$ cat config.mk
export PLATFORM = sky130hd
export DESIGN_NAME = db9md_pad_responder_flat
export DESIGN_NICKNAME = d
export VERILOG_FILES = /design/src/rtl/db9md_pad_responder_if.sv /design/src/rtl/db9md_pad_responder.sv /design/src/flat_wrapper.sv
export SDC_FILE = /design/constraint.sdc
export NUM_CORES = 1
export LEC_CHECK = 0
export ABC_CLOCK_PERIOD_IN_PS = 2510
export BUFFER_PORTS_ARGS = -buffer_cell sky130_fd_sc_hd__clkbuf_2
export CORE_AREA = 2 2 39 41
export CTS_CLUSTER_SIZE = 25
export DETAILED_ROUTE_END_ITERATION = 16
export DIE_AREA = 0 0 41 43
export PLACE_DENSITY = 0.46
export SYNTH_ARGS = -nofsm -noshare
export SYNTH_HDL_FRONTEND = slang
export SYNTH_SLANG_ARGS = --single-unit
$ cat constraint.sdc
create_clock -name clk -period 2.51 [get_ports clk]
set_input_delay 0.502 -clock clk [delete_from_list [all_inputs] [get_ports clk]]
set_output_delay 0.502 -clock clk [all_outputs]
set_load 0.02 [all_outputs]
$ cat src/rtl/db9md_pad_responder_if.sv
// Pad-side bundle of the DB9 Mega Drive link: host SELECT and core buttons in,
// active-low pin levels and debug phase out.
interface db9md_pad_responder_if;
    logic        select_in;
    logic [11:0] buttons;
    logic [5:0]  pad_out;
    logic [2:0]  phase;

    // Host side: drives SELECT and the button state, observes the pins.
    modport master (
        output select_in,
        output buttons,
        input  pad_out,
        input  phase
    );

    // Responder side: the pad emulation itself.
    modport slave (
        input  select_in,
        input  buttons,
        output pad_out,
        output phase
    );
endinterface

$ cat src/rtl/db9md_pad_responder.sv
// Mega Drive 3/6-button pad responder for the DB9 side of the USER port.
// The host toggles SELECT; the pad answers with six active-low pin levels
// {pin9,pin6,pin4,pin3,pin2,pin1} built from the core's 12-bit button vector.
// Define DB9MD_SIX_BUTTON_EN for the 6-button protocol (SELECT pulse counter
// plus idle timeout); without it the block is a plain 3-button pad.
module db9md_pad_responder #(
    parameter int unsigned TIMEOUT_CYCLES = 60000,
    parameter int unsigned SYNC_STAGES    = 2
) (
    input  logic                 clk,
    input  logic                 reset,
    db9md_pad_responder_if.slave bus
);

    logic [SYNC_STAGES-1:0] sync_q;
    logic                   sel_s;
    logic [1:0]             cnt_q;
    logic [1:0]             cnt_d;
    logic [11:0]            btn_n;
    logic [5:0]             pad_d;
    logic [5:0]             pad_q;

    // Bring the asynchronous SELECT line into the clk domain (idle level is high).
    // NOTE: clocked state uses non-blocking assignments so every flop samples pre-edge values.
    always_ff @(posedge clk or posedge reset) begin
        if (reset) begin
            sync_q <= '1;
        end else begin
            sync_q <= {sync_q[SYNC_STAGES-2:0], bus.select_in};
        end
    end

    assign sel_s = sync_q[SYNC_STAGES-1];

`ifdef DB9MD_SIX_BUTTON_EN
    localparam int unsigned      TIMER_W    = $clog2(TIMEOUT_CYCLES + 1);
    localparam logic [TIMER_W-1:0] TIMER_MAX  = TIMER_W'(TIMEOUT_CYCLES);
    localparam logic [TIMER_W-1:0] TIMER_LAST = TIMER_W'(TIMEOUT_CYCLES - 1);

    logic               sel_dly_q;
    logic               sel_edge;
    logic               sel_rise;
    logic [TIMER_W-1:0] timer_q;
    logic [TIMER_W-1:0] timer_d;

    assign sel_edge = sel_s ^ sel_dly_q;
    assign sel_rise = sel_s & ~sel_dly_q;

    // Step the pulse counter on each rising SELECT; a quiet line returns it to the first step.
    // NOTE: every output gets a default first so no path through this block can infer a latch.
    always_comb begin
        cnt_d   = cnt_q;
        timer_d = timer_q;
        if (sel_edge) begin
            timer_d = '0;
            if (sel_rise) begin
                cnt_d = cnt_q + 2'd1;
            end
        end else begin
            if (timer_q != TIMER_MAX) begin
                timer_d = timer_q + TIMER_W'(1);
            end
            if (timer_q == TIMER_LAST) begin
                cnt_d = 2'd0;
            end
        end
    end

    // Edge-detect copy of SELECT, pulse counter and idle timer.
    always_ff @(posedge clk or posedge reset) begin
        if (reset) begin
            sel_dly_q <= 1'b1;
            cnt_q     <= 2'd0;
            timer_q   <= '0;
        end else begin
            sel_dly_q <= sel_s;
            cnt_q     <= cnt_d;
            timer_q   <= timer_d;
        end
    end
`else
    // 3-button pad: always on the first step, no timer.
    logic unused_ok;

    assign cnt_q     = 2'd0;
    assign cnt_d     = 2'd0;
    assign unused_ok = &{1'b0, 32'(TIMEOUT_CYCLES)};
`endif

    assign btn_n = ~bus.buttons;

    // Pin mapping from SELECT and the step count. The step used is the one taking
    // effect this edge, so the row switches together with SELECT (no stale-row cycle).
    always_comb begin
        pad_d = 6'h3F;
        if (sel_s) begin
            if (cnt_d == 2'd3) begin
                // Extra buttons: pin1 Z, pin2 Y, pin3 X, pin4 Mode.
                pad_d = {btn_n[5], btn_n[4], btn_n[8], btn_n[9], btn_n[10], btn_n[11]};
            end else begin
                // Normal high row: pin1 U, pin2 D, pin3 L, pin4 R, pin6 B, pin9 C.
                pad_d = {btn_n[5], btn_n[4], btn_n[0], btn_n[1], btn_n[2], btn_n[3]};
            end
        end else begin
            case (cnt_d)
                2'd2:    pad_d = {btn_n[7], btn_n[6], 4'b0000};                // 6-button ID
                2'd3:    pad_d = {btn_n[7], btn_n[6], 4'b1111};
                default: pad_d = {btn_n[7], btn_n[6], 2'b00, btn_n[2], btn_n[3]};
            endcase
        end
    end

    // Register the pins so the host always samples clean levels.
    always_ff @(posedge clk or posedge reset) begin
        if (reset) begin
            pad_q <= 6'h3F;
        end else begin
            pad_q <= pad_d;
        end
    end

    assign bus.pad_out = pad_q;
    assign bus.phase   = {cnt_q, ~sel_s};

endmodule

$ cat src/flat_wrapper.sv
// flat-port wrapper written by rule: the top's interface ports become plain ports
module db9md_pad_responder_flat 
#(
    parameter int unsigned TIMEOUT_CYCLES = 60000,
    parameter int unsigned SYNC_STAGES    = 2
)
  (clk, reset, bus_select_in, bus_buttons, bus_pad_out, bus_phase);
  db9md_pad_responder_if bus_i ();
  input  logic clk;
  input  logic reset;
  input wire logic [$bits(bus_i.select_in)-1:0] bus_select_in;
  input wire logic [$bits(bus_i.buttons)-1:0] bus_buttons;
  output wire logic [$bits(bus_i.pad_out)-1:0] bus_pad_out;
  output wire logic [$bits(bus_i.phase)-1:0] bus_phase;
  assign bus_i.select_in = bus_select_in;
  assign bus_i.buttons = bus_buttons;
  assign bus_pad_out = bus_i.pad_out;
  assign bus_phase = bus_i.phase;
  db9md_pad_responder #(.TIMEOUT_CYCLES(TIMEOUT_CYCLES), .SYNC_STAGES(SYNC_STAGES)) u_core (.clk(clk), .reset(reset), .bus(bus_i));
endmodule
# == Word level (Yosys, flattened, before mapping) ==
# Index checks and enable logic that the tools add are counted.
# W data, S select, Z words.
# totals
reg_bits,8
inputBits,15
output_inout_bits,9
word_cells,5
# classes
muxes,1
n_bitwise,2
# op_table
cell,n
$not A8 Y8,1
$mux W6,1
$not A1 Y1,1

# == Longest topological paths before layout ==
# Gate-level depths: netlist (run 1).
# depth
depth_word,2
ltp_mapped,1
ltp_nobuf,1

# == Least setup slack after synthesis (run 1) ==
# Ideal clock, no wire load.
# synth_path
path_type,register -> output
from,register u_core.sync_q[1]
to,output port bus_phase[0]
arrival_ps,649
required_time_ps,2008
slack_ps,1359
path_stages_with_launch,2
path_buffers,0
path_cell_list,dfstp_2 inv_1
# synth_between
elab_chain_len,1
# synth_lines
item,line,text
start: declaration,db9md_pad_responder.sv:15,logic [SYNC_STAGES-1:0] sync_q;
start signal: assignment,db9md_pad_responder.sv:29,"sync_q <= {sync_q[SYNC_STAGES-2:0], bus.select_in};"
$not A1 Y1,db9md_pad_responder.sv:123,"assign bus.phase = {cnt_q, ~sel_s};"
end: declaration,flat_wrapper.sv:14,output wire logic [$bits(bus_i.phase)-1:0] bus_phase;
# Every way passes these cells.

# == Worst setup path in the final report (run 1) ==
# Same ends and word-level chain as after synthesis.

==> results of run 1 <==
-- state kept, by name, summed over array words and instances (netlist names) --
signal              flops
u_core.bus.pad_out      6
u_core.sync_q           2
-- report_power, final --
group / leakage [nW] / switching [mW] / internal, mW
logic: 0.121 / 0.0197 / 0.0131
clock network: 0.0138 / 0.0391 / 0.0544
registers: 0.0840 / 0.00302 / 0.142
-- cells by family (layout without fill, tap and decap cells) --
logic type / Yosys count / count (layout) / share of synthesized area (%)
multiplexers: 2 / 2 / 7.11
buffers and inverters: 6 / 24 / 10.7
other: 1 / 2 / 1.33
AND/OR/NAND/NOR: 2 / 2 / 6.22
flip-flops: 8 / 8 / 74.7
-- cells in the mapped netlist, drive strengths merged --
cell type / n
dfstp: 8
inv: 4
and2b: 2
buf: 2
mux2i: 2
conb: 1
-- per-layer routing --
metal  routed length (um)  GRT usage, %  vias up  part of all wire (%)
li1                     -             -       90                     -
met1                  202          7.33       90                    40
met2                  201          9.06       18                    40
met5                    0             0        -                     0
met4                    0          6.00        0                     0
met3                   95          3.14        0                    19
-- worst min-delay path by stage --
stage	startpoint	endpoint	slack, ns	depth (start not counted)
floorplan	u_core.sync_q[0]	u_core.sync_q[1]	0.35	0
global placement	u_core.sync_q[0]	u_core.sync_q[1]	0.35	0
detailed placement	u_core.sync_q[0]	u_core.sync_q[1]	0.35	0
CTS	bus_select_in	u_core.sync_q[0]	0.33	1
global route	bus_select_in	u_core.sync_q[0]	0.33	1
finish	bus_select_in	u_core.sync_q[0]	0.34	1
-- worst max-delay path: stages, from the launching register on --
cell and delay (ns):
dfstp_2 0.57, inv_1 0.05, clkbuf_2 0.15
-- area by class of cell --
type | count | area (sq um) | area share, %
multi-input cells | 6 | 45.0 | 11.3
repair buffers | 17 | 85.1 | 21.4
well taps | 16 | 20.0 | 5.03
inverters | 4 | 15.0 | 3.77
clock buffers | 3 | 22.5 | 5.66
flip-flops and latches | 8 | 210 | 52.8
==> summary.txt, run 1 <==
Placement
  – Port bufs: 17
  – Placer congestion estimate: 0.562
  – Pre-CTS WS: roughly 1.2 ns
  – Placed cell area: 375 sq um
  – Dpl cells: a little over 50
  – Detailed placer's ending HPWL: 428 um

Cells and area
  – Layout cells sized above 1: between 70% and 80%
  – Commonest non-fill, non-tap cell in the layout: clkbuf_2
  – Area growth, synth to finish: 41.3%
  – Most frequent cells in the layout: 17 x clkbuf_2, 8 x dfstp_2, 4 x inv_1
  – Final #Nets: 55
  – Antenna Diode Count: 0
  – Post-route insts no fill: 54
  – Filler cell count: 152
  – Post-route design area: 398 sq um
  – Post-layout util: 28.8%

Clock tree
  – CTS Buffer Depth: 2
  – CTS Sinks: 8
  – CTS tree: yes
  – CTS root buffer: clkbuf_4
  – H-tree depth: 1
  – Clock transition at path regs: 0.05 ns
  – TritonCTS buffer count: 3
  – Number of gates resized after CTS: 0
  – Post-CTS Setup Bufs: 0
  – Clock Latency Late Sink: 0.25 ns
  – CTS Hold Buffers Added: 0

Synth
  – Area leader, netlist: dfstp_2
  – Flop and latch count out of synthesis: 8
  – Synth area leaders: dfstp_2 75%, mux2i_1 7.1%, and2b_2 6.2%
  – Area fraction of the dominant cell type after synthesis: 74.7%
  – Mapped Avg Cell Area: 14.8 sq um
  – Warnings from Yosys: 0
  – Cell Area, Synth: around 280 sq um
  – Mapped Cells: 19
  – Seq/Total Area, Yosys: 74.7%
  – Count of cell types in the netlist: 6

Timing
  – RSZ-0062 raised after global routing: false
  – Max-slew violations: 0
  – Final period util: 60.2%
  – PnR worst setup slack: 0.999 ns
  – Sum Neg Setup Slack: 0 ns
  – Hold WS: 0.342 ns
  – Worst Skew: approximately 0.0055 ns
  – FMAX: 662 MHz
  – Final hold viol count: 0
  – Post-layout min period: 1.51 ns
  – Endpoints failing setup: 0

Route
  – Wire per inst: 9.24 um
  – Vias: just under 200
  – Initial DRC count: 0
  – Final WL: approximately 500 um
  – Drt drc: 0
  – Via-per-instance ratio: 3.67
  – Initial DRT Pass Iterations: 1
  – Post-route ant nets: 0

Global route
  – Global route overflow: 0
  – Largest net degree at the start of global routing: 9
  – Vias in the first global route: 200
  – Total Routing Usage GR: 6.70%
  – First-pass GRT wire length: around 740 um
  – Initial antenna violation count: 0

Die
  – Die H: 43 um
  – Die area: about 1800 sq um
  – Num rows: 14
  – Core area: between 1000 and 1500 sq um
  – Die width: 41 um
  – Initial core utilization: 20.3%
  – I/O Pins: 24

Critical path
  – Critical path peak fanout: 5
  – Setup CP Type: reg -> out
  – Reg2Reg Setup Slack: around 1.7 ns
  – CP Capture Type: output pin
  – Critical path launch point: u_core.sync_q[1]
  – Required time worst endpoint: 2.01 ns
  – Worst R2R End: u_core.bus.pad_out[4]
  – Crit start category: flop
  – R2R cell count: 1
  – Arr. time, crit path: 1.01 ns
  – R2R Path Start: u_core.sync_q[1]
  – Crit path to: bus_phase[0]

Job
  – # Max-Cap Violations: 0

Run status
  – Outcome: completed

Worst hold path
  – Worst min path class: in -> reg

Pwr
  – Power Density: around 680 nW/um^2
  – Peak VDD IR: 242 uV
  – Pleak: between 0.2 and 0.25 nW
  – Overall power: 0.272 mW
No activity file was read; power rests on OpenSTA's default activity.
==> run 2: changes to the inputs <==
- ABC_AREA: unset -> 1
- ABC_CLOCK_PERIOD_IN_PS: 2510 -> 1200
- PLACE_DENSITY: 0.46 -> 0.48
- clock period: 2.51 -> 1.2 ns (I/O delays scaled with it)
==> run 2 against run 1 <==
Compared with the run above: cell count increased by 20%; die area is the same; combinational power rose to 2.5 times the previous value; worst hold slack worse by 0.27 ns; largest power group unchanged; highest routed layer unchanged.
==> summary.txt, run 2 <==
Run status
  – Outcome: completed (unchanged)

Synth
  – Post-synth top cells: 8 x dfstp_2, 7 x inv_1, 6 x nand2_1, 2 x buf_4, 2 x nor2_1 (was 8 x dfstp_2, 4 x inv_1, 2 x and2b_2, 2 x buf_4, 2 x mux2i_1)
  – Warnings from Yosys: 0 (unchanged)
  – Area fraction of the dominant cell type after synthesis: 72.7% (was 74.7%)
  – Flop and latch count out of synthesis: 8 (unchanged)
  – Count of cell types in the netlist: 7 (was 6)
  – Most common cell in the synthesized netlist: dfstp_2 (unchanged)
  – Synth area leaders: dfstp_2 73%, inv_1 9.1%, nand2_1 7.8% (was dfstp_2 75%, mux2i_1 7.1%, and2b_2 6.2%)
  – Area leader, netlist: dfstp_2 (unchanged)
  – Cell Area, Synth: 289 sq um (was 282 sq um)
  – Asr flop ratio synth: 100% (unchanged)
  – Number of synthesized flops with an enable pin: 0 (unchanged)
  – Mapped Cells: 27 (was 19)
  – Mapped Avg Cell Area: 10.7 sq um (was 14.8 sq um)
  – Seq/Total Area, Yosys: 72.7% (was 74.7%)
  – Top_reg_cell synth: dfstp_2 (unchanged)

Placement
  – Placed cell area: 383 sq um (was 375 sq um)
  – Detailed placer's ending HPWL: 371 um (was 428 um)
  – Placer congestion estimate: 0.508 (was 0.562)
  – Pre-CTS WS: 0.226 ns (was 1.24 ns)
  – Port bufs: 17 (unchanged)
  – Dpl cells: 59 (was 51)

Critical path
  – Setup CP Type: reg -> out (unchanged)
  – R2R Path Start: u_core.sync_q[1] (unchanged)
  – Crit start category: flop (unchanged)
  – Required time worst endpoint: 0.96 ns (was 2.01 ns)
  – Critical path launch point: u_core.sync_q[1] (unchanged)
  – Arr. time, crit path: 0.94 ns (was 1.01 ns)
  – Critical path peak fanout: 2 (was 5)
  – CP Capture Type: output pin (unchanged)

Clock tree
  – CTS Buffer Depth: 2 (unchanged)
  – H-tree depth: 1 (unchanged)
  – Clock Latency Late Sink: 0.25 ns (about the same)
  – CTS tree: yes (unchanged)
  – CTS Sinks: 8 (unchanged)
  – CTS Hold Buffers Added: 0 (unchanged)
  – Clock transition at path regs: 0.05 ns (about the same)
  – CTS root buffer: clkbuf_4 (unchanged)
  – TritonCTS buffer count: 3 (unchanged)

Die
  – Core area: 1380 sq um (unchanged)
  – Die width: 41 um (unchanged)
  – Initial core utilization: 20.9% (was 20.3%)
  – Num rows: 14 (unchanged)
  – Die H: 43 um (unchanged)
  – I/O Pins: 24 (unchanged)
  – Die area: 1760 sq um (unchanged)

Cells and area
  – Layout cells sized above 1: 65.3% (was 78.9%)
  – Area growth, synth to finish: 51.5% (was 41.3%)
  – Max FFs per register: 6 (unchanged)
  – Post-layout util: 31.6% (was 28.8%)
  – Post-route design area: 438 sq um (was 398 sq um)
  – Final #Nets: 66 (was 55)
  – Commonest non-fill, non-tap cell in the layout: clkbuf_2 (unchanged)
  – Antenna Diode Count: 0 (unchanged)
  – Post-route insts no fill: 65 (was 54)
  – Most frequent cells in the layout: 15 x clkbuf_2, 8 x dfstp_2, 7 x inv_1 (was 17 x clkbuf_2, 8 x dfstp_2, 4 x inv_1)

Pwr
  – Clock network fraction of design power: 34.2% (was 34.4%)
  – Total net switching power: 0.137 mW (was 0.0619 mW)
  – Combinational share of power: 14.2% (was 12.1%)
  – Net Sw Frac: 23.5% (was 22.8%)
  – Power Density: 1330 nW/um^2 (was 683 nW/um^2)
  – Peak VDD IR: 401 uV (was 242 uV)
  – Part of the power in registers: 51.6% (was 53.5%)
  – Pleak: 0.256 nW (was 0.218 nW)
  – Cell Int Power: 0.446 mW (was 0.210 mW)

Global route
  – First-pass GRT wire length: 779 um (was 738 um)
  – Total Routing Usage GR: 7.19% (was 6.70%)
  – Global route overflow: 0 (unchanged)
  – Vias in the first global route: 219 (was 200)
  – Initial antenna violation count: 0 (unchanged)
  – Largest net degree at the start of global routing: 9 (unchanged)

Timing
  – RSZ-0062 raised after global routing: true (was false)
  – Hold WS: 0.0723 ns (was 0.342 ns)
  – Max-slew violations: 0 (unchanged)
  – Endpoints failing setup: 0 (unchanged)
  – Final hold viol count: 0 (unchanged)
  – FMAX: 847 MHz
  – Post-layout min period: 1.18 ns
  – Worst Skew: 0.00248 ns (was 0.00554 ns)
  – Final period util: 98.4%
  – PnR worst setup slack: 0.0196 ns (was 0.999 ns)

Route
  – Via-per-instance ratio: 3.23 (was 3.67)
  – Wire per inst: 7.40 um (was 9.24 um)
  – Vias: 210 (was 198)
  – Initial DRT Pass Iterations: 1 (unchanged)
  – Final WL: 481 um (was 499 um)
  – Post-route ant nets: 0 (unchanged)
  – Drt drc: 0 (unchanged)
  – Initial DRC count: 0 (unchanged)

Job
  – # Max-Cap Violations: 0 (unchanged)

Worst hold path
  – HP Start: bus_select_in (unchanged)
  – Worst min path class: in -> reg (unchanged)
## run 2: cell types whose count changed after synthesis
cell and change:
nand2_1 +6, inv_1 +3, and2b_2 -2, mux2i_1 -2
nor2_1 +2, inv_2 +1
## run 2: routing by layer
layer	GRT usage [%]	wire length (um)	vias up
met4	6.00	0	0
met3	3.14	69	0
met2	10.6	224	14
met1	7.26	186	84
li1	-	-	112
met5	0	0	-
## run 2: stage by stage
| stage | setup TNS [ns] | power [mW] |
|---|---|---|
| finish | 0 | 0.583 |
| global route | -0.0182 | 0.621 |
| CTS | -0.00243 | 0.593 |
| detailed placement | 0 | 0.378 |
| global placement | 0 | 0.377 |
| floorplan | 0 | 0.352 |
## run 2: worst paths after layout
path                                              end  slack [ns]  cells after the start
worst max register to register  u_core.bus.pad_out[2]        0.21                      4
worst min-delay path                 u_core.sync_q[0]        0.07                      1
min in group asynchronous       u_core.bus.pad_out[4]        0.17                      2
worst max-delay path                     bus_phase[0]        0.02                      2
max in group asynchronous       u_core.bus.pad_out[1]        1.01                      2
worst min register to register       u_core.sync_q[1]        0.36                      0
## run 2: power groups by stage
stage	clock network (mW)	logic, mW	registers, mW
6_report	0.200	0.0827	0.301
5_1_grt	0.225	0.0926	0.303
4_1_cts	0.211	0.0805	0.301
3_5_place_dp	0	0.0721	0.306
3_3_place_gp	0	0.0715	0.305
2_1_floorplan	0	0.0285	0.323
## run 2: repair_timing
item | CTS | global route
endpoints found under the setup margin | 1 | 2
buffers inserted | 2 | 1
gates resized for setup | 2 | 2
cloned | 0 | 0
## run 2: final cells by class
cell class | instances | area (sq um)
Sequential cell | 8 | 210
Inverter | 8 | 30.0
Clock buffer | 3 | 22.5
Fill cell | 155 | 946
Multi-Input combinational cell | 10 | 37.5
Tap cell | 16 | 20.0
Timing Repair Buffer | 20 | 118
## run 2: cell families (layout without fill, tap and decap cells)
logic type	after synthesis	count (layout)	share of synthesized area (%)
buf+inv	10	31	15.6
simple gates	8	8	10.4
flops	8	8	72.7
other cells	1	2	1.30
## run 2: critical path, cell delays in order, from the launching register on
cell and delay [ns]:
dfstp_2 0.53, inv_2 0.04, buf_8 0.12
==> run 3: changes to the inputs <==
- BUFFER_PORTS_ARGS: -buffer_cell sky130_fd_sc_hd__clkbuf_2 -> unset
- DONT_BUFFER_PORTS: unset -> 1
- PLACE_DENSITY: 0.48 -> 0.32
==> run 3 against run 2 <==
Compared with the run above: fmax up 5.7%; non-clock buffer count down 15; cell count down 23%; clock power about the same; via count down 16%; design area down 15%; count of clock-buffer cells in the layout unchanged; die area unchanged; sequential power up 6.6%; clock skew down 0.0015 ns; wire length down 2.9%; critical path type unchanged.
==> summary.txt, run 3 (synthesized netlist as in run 2, its figures left out) <==
Run status
  – Outcome: completed (unchanged)

Critical path
  – R2R cell count: 3 (was 4)
  – CP Cell Sequence: inv_2 (was inv_2 > buf_8)
  – Required time worst endpoint: 0.96 ns (about the same)
  – Reg2Reg Setup Slack: 0.39 ns (was 0.21 ns)
  – CP Buf/Inv Count: 1 (was 2)
  – Crit path max-delay family: flip-flops (unchanged)
  – Max stage delay on crit path: 0.54 ns (was 0.53 ns)
  – Crit start category: flop (unchanged)
  – R2R Path Start: u_core.sync_q[1] (unchanged)
  – Worst R2R End: u_core.bus.pad_out[5] (was u_core.bus.pad_out[2])
  – Arr. time, crit path: 0.88 ns (was 0.94 ns)
  – Crit-path slowest cell: dfstp_2 (unchanged)
  – CP Capture Type: output pin (unchanged)
  – Critical path peak fanout: 5 (was 2)
  – Setup CP Type: reg -> out (unchanged)

Job
  – # Max-Cap Violations: 0 (unchanged)

Pwr
  – Peak VDD IR: 630 uV (was 401 uV)
  – Overall power: 0.563 mW (was 0.583 mW)
  – Power Density: 1520 nW/um^2 (was 1330 nW/um^2)
  – Pleak: 0.188 nW (was 0.256 nW)

Worst hold path
  – Worst min path class: in -> async (was in -> reg)

Cells and area
  – Max FFs per register: 6 (unchanged)
  – Final #Nets: 51 (was 66)
  – Antenna Diode Count: 0 (unchanged)
  – Area growth, synth to finish: 28.1% (was 51.5%)
  – Commonest non-fill, non-tap cell in the layout: dfstp_2 (was clkbuf_2)
  – Layout cells sized above 1: 35.3% (was 65.3%)
  – Filler cell count: 151 (was 155)
  – Most frequent cells in the layout: 8 x dfstp_2, 7 x inv_1, 6 x nand2_1 (was 15 x clkbuf_2, 8 x dfstp_2, 7 x inv_1)

Global route
  – Largest net degree at the start of global routing: 9 (unchanged)
  – Global route overflow: 0 (unchanged)
  – Initial antenna violation count: 0 (unchanged)
  – Total Routing Usage GR: 7.46% (was 7.19%)
  – First-pass GRT wire length: 745 um (was 779 um)
  – Vias in the first global route: 178 (was 219)

Timing
  – Max-slew violations: 0 (unchanged)
  – FMAX: 895 MHz (was 847 MHz)
  – Hold WS: 0.0777 ns (was 0.0723 ns)
  – Sum Neg Setup Slack: 0 ns (unchanged)
  – RSZ-0062 raised after global routing: false (was true)
  – Final period util: 93.1% (was 98.4%)
  – Final hold viol count: 0 (unchanged)
  – Post-layout min period: 1.12 ns (was 1.18 ns)
  – Endpoints failing setup: 0 (unchanged)
  – Worst Skew: 0.00101 ns (was 0.00248 ns)

Die
  – Num rows: 14 (unchanged)
  – Die H: 43 um (unchanged)
  – Die area: 1760 sq um (unchanged)
  – Die width: 41 um (unchanged)
  – Initial core utilization: 20.9% (unchanged)
  – Core area: 1380 sq um (unchanged)
  – I/O Pins: 24 (unchanged)

Placement
  – Port bufs: 0 (was 17)
  – Placer congestion estimate: 0.503 (was 0.508)
  – Detailed placer's ending HPWL: 354 um (was 371 um)

Clock tree
  – Clock Latency Late Sink: 0.25 ns (about the same)
  – TritonCTS buffer count: 3 (unchanged)
  – CTS Sinks: 8 (unchanged)
  – H-tree depth: 1 (unchanged)
  – Clock transition at path regs: 0.05 ns (about the same)
  – CTS tree: yes (unchanged)
  – CTS Buffer Depth: 2 (unchanged)
  – CTS root buffer: clkbuf_4 (unchanged)

Route
  – Final WL: 467 um (was 481 um)
  – Via-per-instance ratio: 3.54 (was 3.23)
  – Vias: 177 (was 210)
  – Wire per inst: 9.34 um (was 7.40 um)
  – Post-route ant nets: 0 (unchanged)
  – Drt drc: 0 (unchanged)
  – Initial DRT Pass Iterations: 2 (was 1)
  – Initial DRC count: 6 (was 0)
## run 3: cell count changes in the layout (fill, tap and decap cells not counted)
cell	delta
clkbuf_2	-15
dlygate4sd3_1	+5
buf_4	-3
buf_2	-1
buf_8	-1
## run 3: power by group
part	leakage, nW	internal, mW	switching, mW
sequential	0.0839	0.299	0.0217
clock	0.0138	0.114	0.0879
combinational	0.0904	0.0161	0.0240
## run 3: repair_timing
item                                   CTS  global route
endpoints found under the hold margin    2             3
hold buffers                             2             3
gates resized for setup                  0             0
buffers inserted                         0             0
## run 3: routing by layer
| metal | track usage, % | routed length, um | vias up |
|---|---|---|---|
| li1 | - | - | 82 |
| met1 | 5.21 | 144 | 80 |
| met2 | 10.6 | 242 | 15 |
| met3 | 9.42 | 80 | 0 |
| met4 | 4.00 | 0 | 0 |
| met5 | 0 | 0 | - |
## run 3: worst max path at each step
stage	depth (start not counted)	from	endpoint	slack [ns]
5_1_grt	1	u_core.sync_q[1]	bus_phase[0]	0.03
3_3_place_gp	1	u_core.sync_q[1]	bus_phase[0]	0.35
2_1_floorplan	1	u_core.sync_q[1]	bus_phase[0]	0.36
3_5_place_dp	1	u_core.sync_q[1]	bus_phase[0]	0.35
4_1_cts	1	u_core.sync_q[1]	bus_phase[0]	0.07
6_report	1	u_core.sync_q[1]	bus_phase[0]	0.08
## run 3: stage by stage
| step | instances | instance area (sq um) | worst slack, ns | util [%] |
|---|---|---|---|---|
| floorplan | 28 | 293 | 0.364 | - |
| global placement | 42 | 298 | 0.350 | 21.5 |
| detailed placement | 42 | 298 | 0.346 | 21.5 |
| CTS | 47 | 340 | 0.0673 | 24.6 |
| global route | 50 | 370 | 0.0281 | 26.8 |
| finish | 50 | 370 | 0.0829 | 26.8 |
## run 3: final cells by class
cell class | count | area (sq um) | share of cell area [%]
Sequential cell | 8 | 210 | 56.8
Multi-Input combinational cell | 10 | 37.5 | 10.1
Inverter | 8 | 30.0 | 8.11
Clock buffer | 3 | 22.5 | 6.08
Timing Repair Buffer | 5 | 50.0 | 13.5
Tap cell | 16 | 20.0 | 5.41
